--- src/rtl/alu_ctrl_if.sv ---
// rtl/alu_ctrl_if.sv - command, ALU drive/response and result signals of alu_ctrl
// o_err_cnt exists only when ALU_CTRL_ERRCNT_EN is defined.
interface alu_ctrl_if #(
   parameter int BITS = 8
);
   logic            i_cmd_valid;
   logic            o_cmd_ready;
   logic [BITS-1:0] i_cmd_a;
   logic [BITS-1:0] i_cmd_b;
   logic [1:0]      i_cmd_op;

   logic [BITS-1:0] o_alu_a;
   logic [BITS-1:0] o_alu_b;
   logic [1:0]      o_alu_op;
   logic [BITS-1:0] i_alu_out;
   logic            i_alu_ovf;
   logic            i_alu_err;
   logic            i_alu_even;
   logic            i_alu_single;

   logic            o_res_valid;
   logic            i_res_ready;
   logic [BITS-1:0] o_res_out;
   logic [3:0]      o_res_flags;
   logic            o_busy;
`ifdef ALU_CTRL_ERRCNT_EN
   logic [7:0]      o_err_cnt;
`endif

   modport slave (
      input  i_cmd_valid, i_cmd_a, i_cmd_b, i_cmd_op,
      output o_cmd_ready,
      output o_alu_a, o_alu_b, o_alu_op,
      input  i_alu_out, i_alu_ovf, i_alu_err, i_alu_even, i_alu_single,
      output o_res_valid, o_res_out, o_res_flags,
      input  i_res_ready,
      output o_busy
`ifdef ALU_CTRL_ERRCNT_EN
      , output o_err_cnt
`endif
   );

   modport master (
      output i_cmd_valid, i_cmd_a, i_cmd_b, i_cmd_op,
      input  o_cmd_ready,
      input  o_alu_a, o_alu_b, o_alu_op,
      output i_alu_out, i_alu_ovf, i_alu_err, i_alu_even, i_alu_single,
      input  o_res_valid, o_res_out, o_res_flags,
      output i_res_ready,
      input  o_busy
`ifdef ALU_CTRL_ERRCNT_EN
      , input o_err_cnt
`endif
   );
endinterface

--- src/rtl/alu_ctrl.sv ---
// rtl/alu_ctrl.sv - command FIFO feeding an external combinational ALU, one result held until taken
// Optional saturating error counter enabled by ALU_CTRL_ERRCNT_EN.
module alu_ctrl #(
   parameter int BITS  = 8,
   parameter int DEPTH = 4
) (
   input  logic      i_clk,
   input  logic      i_rst,
   alu_ctrl_if.slave bus
);
   localparam int AW = $clog2(DEPTH);
   localparam int CW = 2 * BITS + 2;
   localparam logic [AW:0] FULL_CNT = (AW + 1)'(DEPTH);

   typedef enum logic [1:0] {IDLE, ISSUE, HOLD} state_t;

   state_t          state_q, state_d;
   logic [CW-1:0]   mem [DEPTH];
   logic [AW-1:0]   wr_ptr, rd_ptr;
   logic [AW:0]     count;
   logic            full, empty, push, pop, capture, release_res;
   logic [BITS-1:0] alu_a_q, alu_b_q, res_out_q;
   logic [1:0]      alu_op_q;
   logic [3:0]      res_flags_q;
   logic            res_valid_q;

   assign full  = (count == FULL_CNT);
   assign empty = (count == '0);
   assign push  = bus.i_cmd_valid && !full;

   // Command storage carries no reset; only pointers and count define validity.
   always_ff @(posedge i_clk) begin
      if (push)
         mem[wr_ptr] <= {bus.i_cmd_op, bus.i_cmd_b, bus.i_cmd_a};
   end

   always_ff @(posedge i_clk or posedge i_rst) begin
      if (i_rst) begin
         wr_ptr <= '0;
         rd_ptr <= '0;
         count  <= '0;
      end else begin
         if (push)
            wr_ptr <= wr_ptr + 1'b1;
         if (pop)
            rd_ptr <= rd_ptr + 1'b1;
         case ({push, pop})
            2'b10:   count <= count + 1'b1;
            2'b01:   count <= count - 1'b1;
            default: count <= count;
         endcase
      end
   end

   always_ff @(posedge i_clk or posedge i_rst) begin
      if (i_rst)
         state_q <= IDLE;
      else
         state_q <= state_d;
   end

   always_comb begin
      state_d = state_q;
      case (state_q)
         IDLE:    if (!empty) state_d = ISSUE;
         ISSUE:   state_d = HOLD;
         HOLD:    if (bus.i_res_ready) state_d = empty ? IDLE : ISSUE;
         default: state_d = IDLE;
      endcase
   end

   // A handshake in HOLD may pop the next command on the same edge.
   always_comb begin
      pop         = 1'b0;
      capture     = 1'b0;
      release_res = 1'b0;
      case (state_q)
         IDLE:  pop = !empty;
         ISSUE: capture = 1'b1;
         HOLD: begin
            release_res = bus.i_res_ready;
            pop         = bus.i_res_ready && !empty;
         end
         default: ;
      endcase
   end

   always_ff @(posedge i_clk or posedge i_rst) begin
      if (i_rst) begin
         alu_a_q     <= '0;
         alu_b_q     <= '0;
         alu_op_q    <= '0;
         res_out_q   <= '0;
         res_flags_q <= '0;
         res_valid_q <= 1'b0;
      end else begin
         if (pop)
            {alu_op_q, alu_b_q, alu_a_q} <= mem[rd_ptr];
         if (capture) begin
            res_out_q   <= bus.i_alu_out;
            res_flags_q <= {bus.i_alu_err, bus.i_alu_ovf, bus.i_alu_even, bus.i_alu_single};
            res_valid_q <= 1'b1;
         end else if (release_res) begin
            res_valid_q <= 1'b0;
         end
      end
   end

   assign bus.o_cmd_ready = !full;
   assign bus.o_alu_a     = alu_a_q;
   assign bus.o_alu_b     = alu_b_q;
   assign bus.o_alu_op    = alu_op_q;
   assign bus.o_res_out   = res_out_q;
   assign bus.o_res_flags = res_flags_q;
   assign bus.o_res_valid = res_valid_q;
   assign bus.o_busy      = (state_q != IDLE) || !empty;

`ifdef ALU_CTRL_ERRCNT_EN
   logic [7:0] err_cnt_q;

   always_ff @(posedge i_clk or posedge i_rst) begin
      if (i_rst)
         err_cnt_q <= '0;
      else if (capture && bus.i_alu_err && err_cnt_q != 8'hFF)
         err_cnt_q <= err_cnt_q + 8'd1;
   end

   assign bus.o_err_cnt = err_cnt_q;
`endif
endmodule

--- src/flat_wrapper.sv ---
// flat-port wrapper written by rule: the top's interface ports become plain ports
module alu_ctrl_flat 
#(
   parameter int BITS  = 8,
   parameter int DEPTH = 4
)
  (i_clk, i_rst, bus_i_cmd_valid, bus_i_cmd_a, bus_i_cmd_b, bus_i_cmd_op, bus_o_cmd_ready, bus_o_alu_a, bus_o_alu_b, bus_o_alu_op, bus_i_alu_out, bus_i_alu_ovf, bus_i_alu_err, bus_i_alu_even, bus_i_alu_single, bus_o_res_valid, bus_o_res_out, bus_o_res_flags, bus_i_res_ready, bus_o_busy);
  alu_ctrl_if #(.BITS(BITS)) bus_i ();
  input  logic i_clk;
  input  logic i_rst;
  input wire logic [$bits(bus_i.i_cmd_valid)-1:0] bus_i_cmd_valid;
  input wire logic [$bits(bus_i.i_cmd_a)-1:0] bus_i_cmd_a;
  input wire logic [$bits(bus_i.i_cmd_b)-1:0] bus_i_cmd_b;
  input wire logic [$bits(bus_i.i_cmd_op)-1:0] bus_i_cmd_op;
  output wire logic [$bits(bus_i.o_cmd_ready)-1:0] bus_o_cmd_ready;
  output wire logic [$bits(bus_i.o_alu_a)-1:0] bus_o_alu_a;
  output wire logic [$bits(bus_i.o_alu_b)-1:0] bus_o_alu_b;
  output wire logic [$bits(bus_i.o_alu_op)-1:0] bus_o_alu_op;
  input wire logic [$bits(bus_i.i_alu_out)-1:0] bus_i_alu_out;
  input wire logic [$bits(bus_i.i_alu_ovf)-1:0] bus_i_alu_ovf;
  input wire logic [$bits(bus_i.i_alu_err)-1:0] bus_i_alu_err;
  input wire logic [$bits(bus_i.i_alu_even)-1:0] bus_i_alu_even;
  input wire logic [$bits(bus_i.i_alu_single)-1:0] bus_i_alu_single;
  output wire logic [$bits(bus_i.o_res_valid)-1:0] bus_o_res_valid;
  output wire logic [$bits(bus_i.o_res_out)-1:0] bus_o_res_out;
  output wire logic [$bits(bus_i.o_res_flags)-1:0] bus_o_res_flags;
  input wire logic [$bits(bus_i.i_res_ready)-1:0] bus_i_res_ready;
  output wire logic [$bits(bus_i.o_busy)-1:0] bus_o_busy;
  assign bus_i.i_cmd_valid = bus_i_cmd_valid;
  assign bus_i.i_cmd_a = bus_i_cmd_a;
  assign bus_i.i_cmd_b = bus_i_cmd_b;
  assign bus_i.i_cmd_op = bus_i_cmd_op;
  assign bus_o_cmd_ready = bus_i.o_cmd_ready;
  assign bus_o_alu_a = bus_i.o_alu_a;
  assign bus_o_alu_b = bus_i.o_alu_b;
  assign bus_o_alu_op = bus_i.o_alu_op;
  assign bus_i.i_alu_out = bus_i_alu_out;
  assign bus_i.i_alu_ovf = bus_i_alu_ovf;
  assign bus_i.i_alu_err = bus_i_alu_err;
  assign bus_i.i_alu_even = bus_i_alu_even;
  assign bus_i.i_alu_single = bus_i_alu_single;
  assign bus_o_res_valid = bus_i.o_res_valid;
  assign bus_o_res_out = bus_i.o_res_out;
  assign bus_o_res_flags = bus_i.o_res_flags;
  assign bus_i.i_res_ready = bus_i_res_ready;
  assign bus_o_busy = bus_i.o_busy;
  alu_ctrl #(.BITS(BITS), .DEPTH(DEPTH)) u_core (.i_clk(i_clk), .i_rst(i_rst), .bus(bus_i));
endmodule
--- config.mk ---
export PLATFORM = sky130hd
export DESIGN_NAME = alu_ctrl_flat
export DESIGN_NICKNAME = d
export VERILOG_FILES = /design/src/rtl/alu_ctrl_if.sv /design/src/rtl/alu_ctrl.sv /design/src/flat_wrapper.sv
export SDC_FILE = /design/constraint.sdc
export NUM_CORES = 1
export LEC_CHECK = 0
export ABC_AREA = 1
export ABC_CLOCK_PERIOD_IN_PS = 4800
export CAP_MARGIN = 25
export CORE_UTILIZATION = 55
export CTS_BUF_LIST = sky130_fd_sc_hd__clkbuf_4
export DETAILED_ROUTE_END_ITERATION = 8
export PLACE_DENSITY_LB_ADDON = 0.3
export RECOVER_POWER = 25
export REMOVE_ABC_BUFFERS = 1
export SYNTH_ARGS = -nofsm -noshare
export SYNTH_HDL_FRONTEND = slang
export SYNTH_SLANG_ARGS = --single-unit
--- constraint.sdc ---
create_clock -name i_clk -period 4.8 [get_ports i_clk]
set_input_delay 0.48 -clock i_clk [delete_from_list [all_inputs] [get_ports i_clk]]
set_output_delay 0.48 -clock i_clk [all_outputs]
set_load 0.01 [all_outputs]
# ---- Word-level counts from Yosys, hierarchy flattened
# Memories as Yosys holds them, arrays and structs flattened. A register that Yosys moved wholly into a read port is not among the register bits.
# Index checks and enable logic that the tools add are counted.
dict set report totals {
  reg_bits 22
  ram_bits 72
  output_inout_bits 33
  wordCells 42
  memories 1
}
dict set report classes {
  add_sub_neg 4
  n_eq_ne 7
  muxes 12
  n_reduce_logical 11
}
# name words word_bits rd rd_ports_with_merged_regs write_ports line_no
set memory_table {}
lappend memory_table {u_core.mem 4 18 1 1 1 alu_ctrl.sv:18} ;# logic [CW-1:0] mem [DEPTH];
# operator count
set op_table {}
lappend op_table {{$mux 1} 7}
lappend op_table {{$pmux 2 s3} 1}
lappend op_table {{$pmux 3 s2} 1}
lappend op_table {{$reduce_bool 2->1} 3}
lappend op_table {{$add 2x1->2 const B} 2}
lappend op_table {{$eq 2x1->1 const B} 2}
lappend op_table {{$eq 2x2->1 const B} 2}
lappend op_table {{$mux 2} 2}
lappend op_table {{$ne 2x2->1 const B} 2}
lappend op_table {{$add 3x1->3 const B} 1}
lappend op_table {{$eq 3x3->1 const B} 1}
lappend op_table {{$logic_not 3->1} 1}
lappend op_table {{$sub 3x1->3 const B} 1}
lappend op_table {{$logic_and 1x1->1} 2}
lappend op_table {{$logic_not 1->1} 2}
lappend op_table {{$logic_not 2->1} 1}
lappend op_table {{$pmux 1 s2} 1}
lappend op_table {{$reduce_and 2->1} 1}
lappend op_table {{$logic_or 1x1->1} 1}

# ---- Longest topological paths before layout
dict set report depth {
  ltp_word 6
  ltp_mapped 11
  ltp_nobuf 10
}

# ---- Worst setup path before layout
# OpenSTA, ideal clock, no wires.
dict set report synth_timing {
  path_type {register to register}
  start {register u_core.count[0]}
  end {memory u_core.mem[0][0] (netlist bit), enable pin}
  arrival_time_ps 1547
  required_time_ps 4407
  slack_ps 2861
  stages_incl_launch_ff 5
  period_less_slack_ps 1939
  path_cell_list {dfrtp_1 inv_1 nand3_1 nand2_2 nor2_1}
}
dict set report synth_between {
  elab_chain_cells 5
}
# element line_no
set synth_rtl {}
lappend synth_rtl {{start: declaration} alu_ctrl.sv:20} ;# logic [AW:0] count;
lappend synth_rtl {{start signal: assignment} alu_ctrl.sv:48} ;# 2'b10: count <= count + 1'b1;
lappend synth_rtl {{start signal: assignment} alu_ctrl.sv:49} ;# 2'b01: count <= count - 1'b1;
lappend synth_rtl {{start signal: assignment} alu_ctrl.sv:50} ;# default: count <= count;
lappend synth_rtl {{$eq 3x3->1} alu_ctrl.sv:27} ;# assign full = (count == FULL_CNT);
lappend synth_rtl {{$logic_not 1->1} n/a}
lappend synth_rtl {{via bus_o_cmd_ready} flat_wrapper.sv:15} ;# output wire logic [$bits(bus_i.o_cmd_ready)-1:0] bus_o_cmd_ready;
lappend synth_rtl {{$logic_and 1x1->1} alu_ctrl.sv:29} ;# assign push = bus.i_cmd_valid && !full;
lappend synth_rtl {{$mux 1} alu_ctrl.sv:33} ;# if (push)
lappend synth_rtl {{$mux 1 (implied by the code)} alu_ctrl.sv:34} ;# mem[wr_ptr] <= {bus.i_cmd_op, bus.i_cmd_b, bus.i_cmd_a};
lappend synth_rtl {{end: declaration} alu_ctrl.sv:18}
# The timed path passes the listed nets, and every way through them passes these cells.

# ---- Worst setup path in the final report
dict set report layout_timing {
  start {register u_core.count[0]}
  end {output port bus_o_busy}
}
dict set report layout_between {
  elab_chain_cells 3
}
# element line_no
set layout_rtl {}
lappend layout_rtl {{$logic_not 3->1} alu_ctrl.sv:28} ;# assign empty = (count == '0);
lappend layout_rtl {{$logic_not 1->1} n/a}
lappend layout_rtl {{$logic_or 1x1->1} alu_ctrl.sv:116} ;# assign bus.o_busy = (state_q != IDLE) || !empty;
lappend layout_rtl {{end: declaration} flat_wrapper.sv:28} ;# output wire logic [$bits(bus_i.o_busy)-1:0] bus_o_busy;
# No other way between the ends.

==> impl_metrics.csv <==
group,metric,value,unit
floorplanning,start_util,57.4,%
sta,finalSetupViolations,0,
yosys,synth_xor_area_share,0.739,%
sta,hold_ws,0.454,ns
place,gp_congestion,0.695,
routing,drc,0,
sta,setup_slack,2.53,ns
sta,fmax,441,MHz
critical_path,cp.arrival,1.79,ns
critical_path,startpoint_type,"flip-flop",
yosys,synth_edf_count,72,
clock_tree,cts_num_sinks,112,
routing,dr.pass1.iters,4,
floorplanning,die-area,0.00899,mm²
clock_tree,insertion_delay,0.44,ns
layout,multi_input_area,0.00112,mm²
sta,hold_viol_final,0,
layout,ff_latch_area,0.00316,mm²
yosys,yosys.area.top_type,"edfxtp_1",
layout,num-nets-final,585,
clock_tree,cts_setup_buffers,0,
sta,rsz0062_at_grt,"no",
critical_path,cp.required,4.32,ns
yosys,synthMuxAreaShare,0,%
sta,slew-limit-headroom,41.4,%
routing,ant_nets,0,
floorplanning,pin_count,67,
sta,tns,0,ns
sta,final.period_utilization,47.2,%
clock_tree,h-tree-depth,3,
yosys,syn_area_per_cell,9.92,µm²
yosys,synth_area_leaders,"edfxtp_1 46%, dfrtp_1 21%, nand2_1 15%",
routing,wl_per_cell,13.1,µm
floorplanning,row_count,33,
pwr,powerDensity,589,mW/mm²
critical_path,end_kind,"output port",
yosys,synth_cell_types,21,
yosys,synthArstFlopShare,35.7,%
yosys,ys_ff_latch,112,
grt,grt_pass1_vias,3170,
clock_tree,cts_hold_buf,0,
place,preCtsSetupSlack,2.12,ns
grt,grt_use_total,21.3,%
clock_tree,cts_buffers,9,
layout,instances_no_fill,656,
place,place_inst,639,
yosys,synth-simple-area-share,20.8,%
floorplanning,die_height,94.8,µm
sta,drv_slew,0,
routing,num_vias,3216,
yosys,ys_warn_count,0,
yosys,synth_top_family_by_area,"simple AND/OR/NAND/NOR gates",
yosys,synthCells,478,
yosys,synth_top_flop_cell,"edfxtp_1",
grt,grt_start_max_net_pins,41,
sta,tightestPinTransition,0.876,ns
clock_tree,clock_path_buffers,2,
pwr,ir_worst_vdd,0.000327,V
layout,layout-drive-gt1-share,4.73,%
sta,fin_worst_skew,0.0179,ns
layout,area_growth,18.3,%
grt,grt_pass1_wl,14100,µm
clock_tree,cts_resized,0,
routing,initialDrtViolationCount,115,
pwr,leakagePower,0.00267,µW
grt,grt.overflow.total,0,
clock_tree,clockRootBuffer,"clkbuf_4",
yosys,synth_area,0.00474,mm²
status,status,"completed",
critical_path,worst-setup-path-type,"flip-flop to output port",
layout,layout_commonest_cell,"nand2_1",
floorplanning,die_w,94.8,µm
sta,period_needed,2.27,ns
yosys,netlist.area_leader.share,45.6,%
layout,final_cell_mix,"194 x nand2_1, 90 x inv_1, 72 x edfxtp_1",
place,io_buffers,66,
hold_path,hp-class,"input pin to async pin",
yosys,synth_fa_ha_area_share,1.74,%
job,maxCapViolCount,0,
layout,utilization,67.9,%
layout,n_fill_cell,632,
routing,via_per_inst,4.90,
clock_tree,cts_tree,"built",
yosys,synth-compound-area-share,0.343,%
routing,finalWirelength,8560,µm
grt,antenna_found_initial,0,
critical_path,crit_fanout,3,
yosys,synth_seq_area_share,66.7,%
clock_tree,path_clk_slew,0.15,ns
floorplanning,core_area,0.00826,mm²
place,dp_hpwl,5420,µm
-- report_power, final --
group | switching (µW) | internal, µW
registers | 152 | 1330
clock network | 268 | 174
logic | 816 | 556
total | 1240 | 2060
-- kinds of logic after synthesis --
group                      Yosys count
and+or+nand+nor                    244
adders and majority gates            6
xor gates and xnor gates             4
buffers and inverters              109
AOI/OAI and AO/OA                    3
DFF                                112
-- cell type report --
cell class	instances	share of cell area, %
Tap cell	105	2.34
Sequential cell	112	56.4
Clock inverter	4	0.803
Multi-Input combinational cell	257	20.0
Clock buffer	12	1.61
Inverter	93	6.23
Timing Repair Buffer	72	12.6
Antenna cell	1	0.0446
-- through the flow --
step	power (µW)	instance area, µm²
3_3_place_gp	2830	5470
6_report	3300	5610
4_1_cts	3330	5600
5_1_grt	3570	5600
2_1_floorplan	2300	4630
3_5_place_dp	2900	5470
-- cells in the mapped netlist, drive strengths merged, types with 2 or more instances --
cell type	number
nor2	7
ha	5
xor2	3
buf	15
dfrtp	40
nand2	195
nand3	42
inv	93
o21ai	2
edfxtp	72
-- worst max-delay path: stages (launching register included) --
cell and delay [ns]:
dfrtp_1 0.46, inv_1 0.11, nand3_2 0.09, inv_1 0.13
nand3_1 0.08, clkdlybuf4s50_1 0.48
-- sequential cells by signal, indices dropped and copies added, names as in the netlist --
register	cells
u_core.count	3
u_core.bus.o_alu_b	8
u_core.state_q	2
u_core.rd_ptr	2
u_core.bus.o_res_valid	1
u_core.wr_ptr	2
u_core.bus.o_res_flags	4
u_core.bus.o_alu_op	2
u_core.bus.o_res_out	8
u_core.bus.o_alu_a	8
u_core.mem	72
-- path summary, 6_finish.rpt --
kind / startpoint / to / slack (ns) / cells after the start
max in group asynchronous: i_rst / u_core.bus.o_alu_b[2] / 3.99 / 3
min: i_rst / u_core.bus.o_res_out[4] / 0.45 / 3
max reg2reg: u_core.count[0] / u_core.count[1] / 2.67 / 8
min in group i_clk: u_core.bus.o_res_out[5] / u_core.bus.o_res_out[5] / 0.49 / 2
min reg2reg: u_core.bus.o_res_out[5] / u_core.bus.o_res_out[5] / 0.49 / 2
max: u_core.count[0] / bus_o_busy / 2.53 / 5
-- layer usage --
| layer | vias up | wire length [µm] | track usage [%] |
|---|---|---|---|
| met3 | 14 | 483 | 4.35 |
| met4 | 0 | 159 | 10.6 |
| met5 | - | 0 | 0 |
| met2 | 105 | 4270 | 37.5 |
| li1 | 1600 | - | - |
| met1 | 1497 | 3650 | 24.7 |
Power figures use the tool's default switching activity.
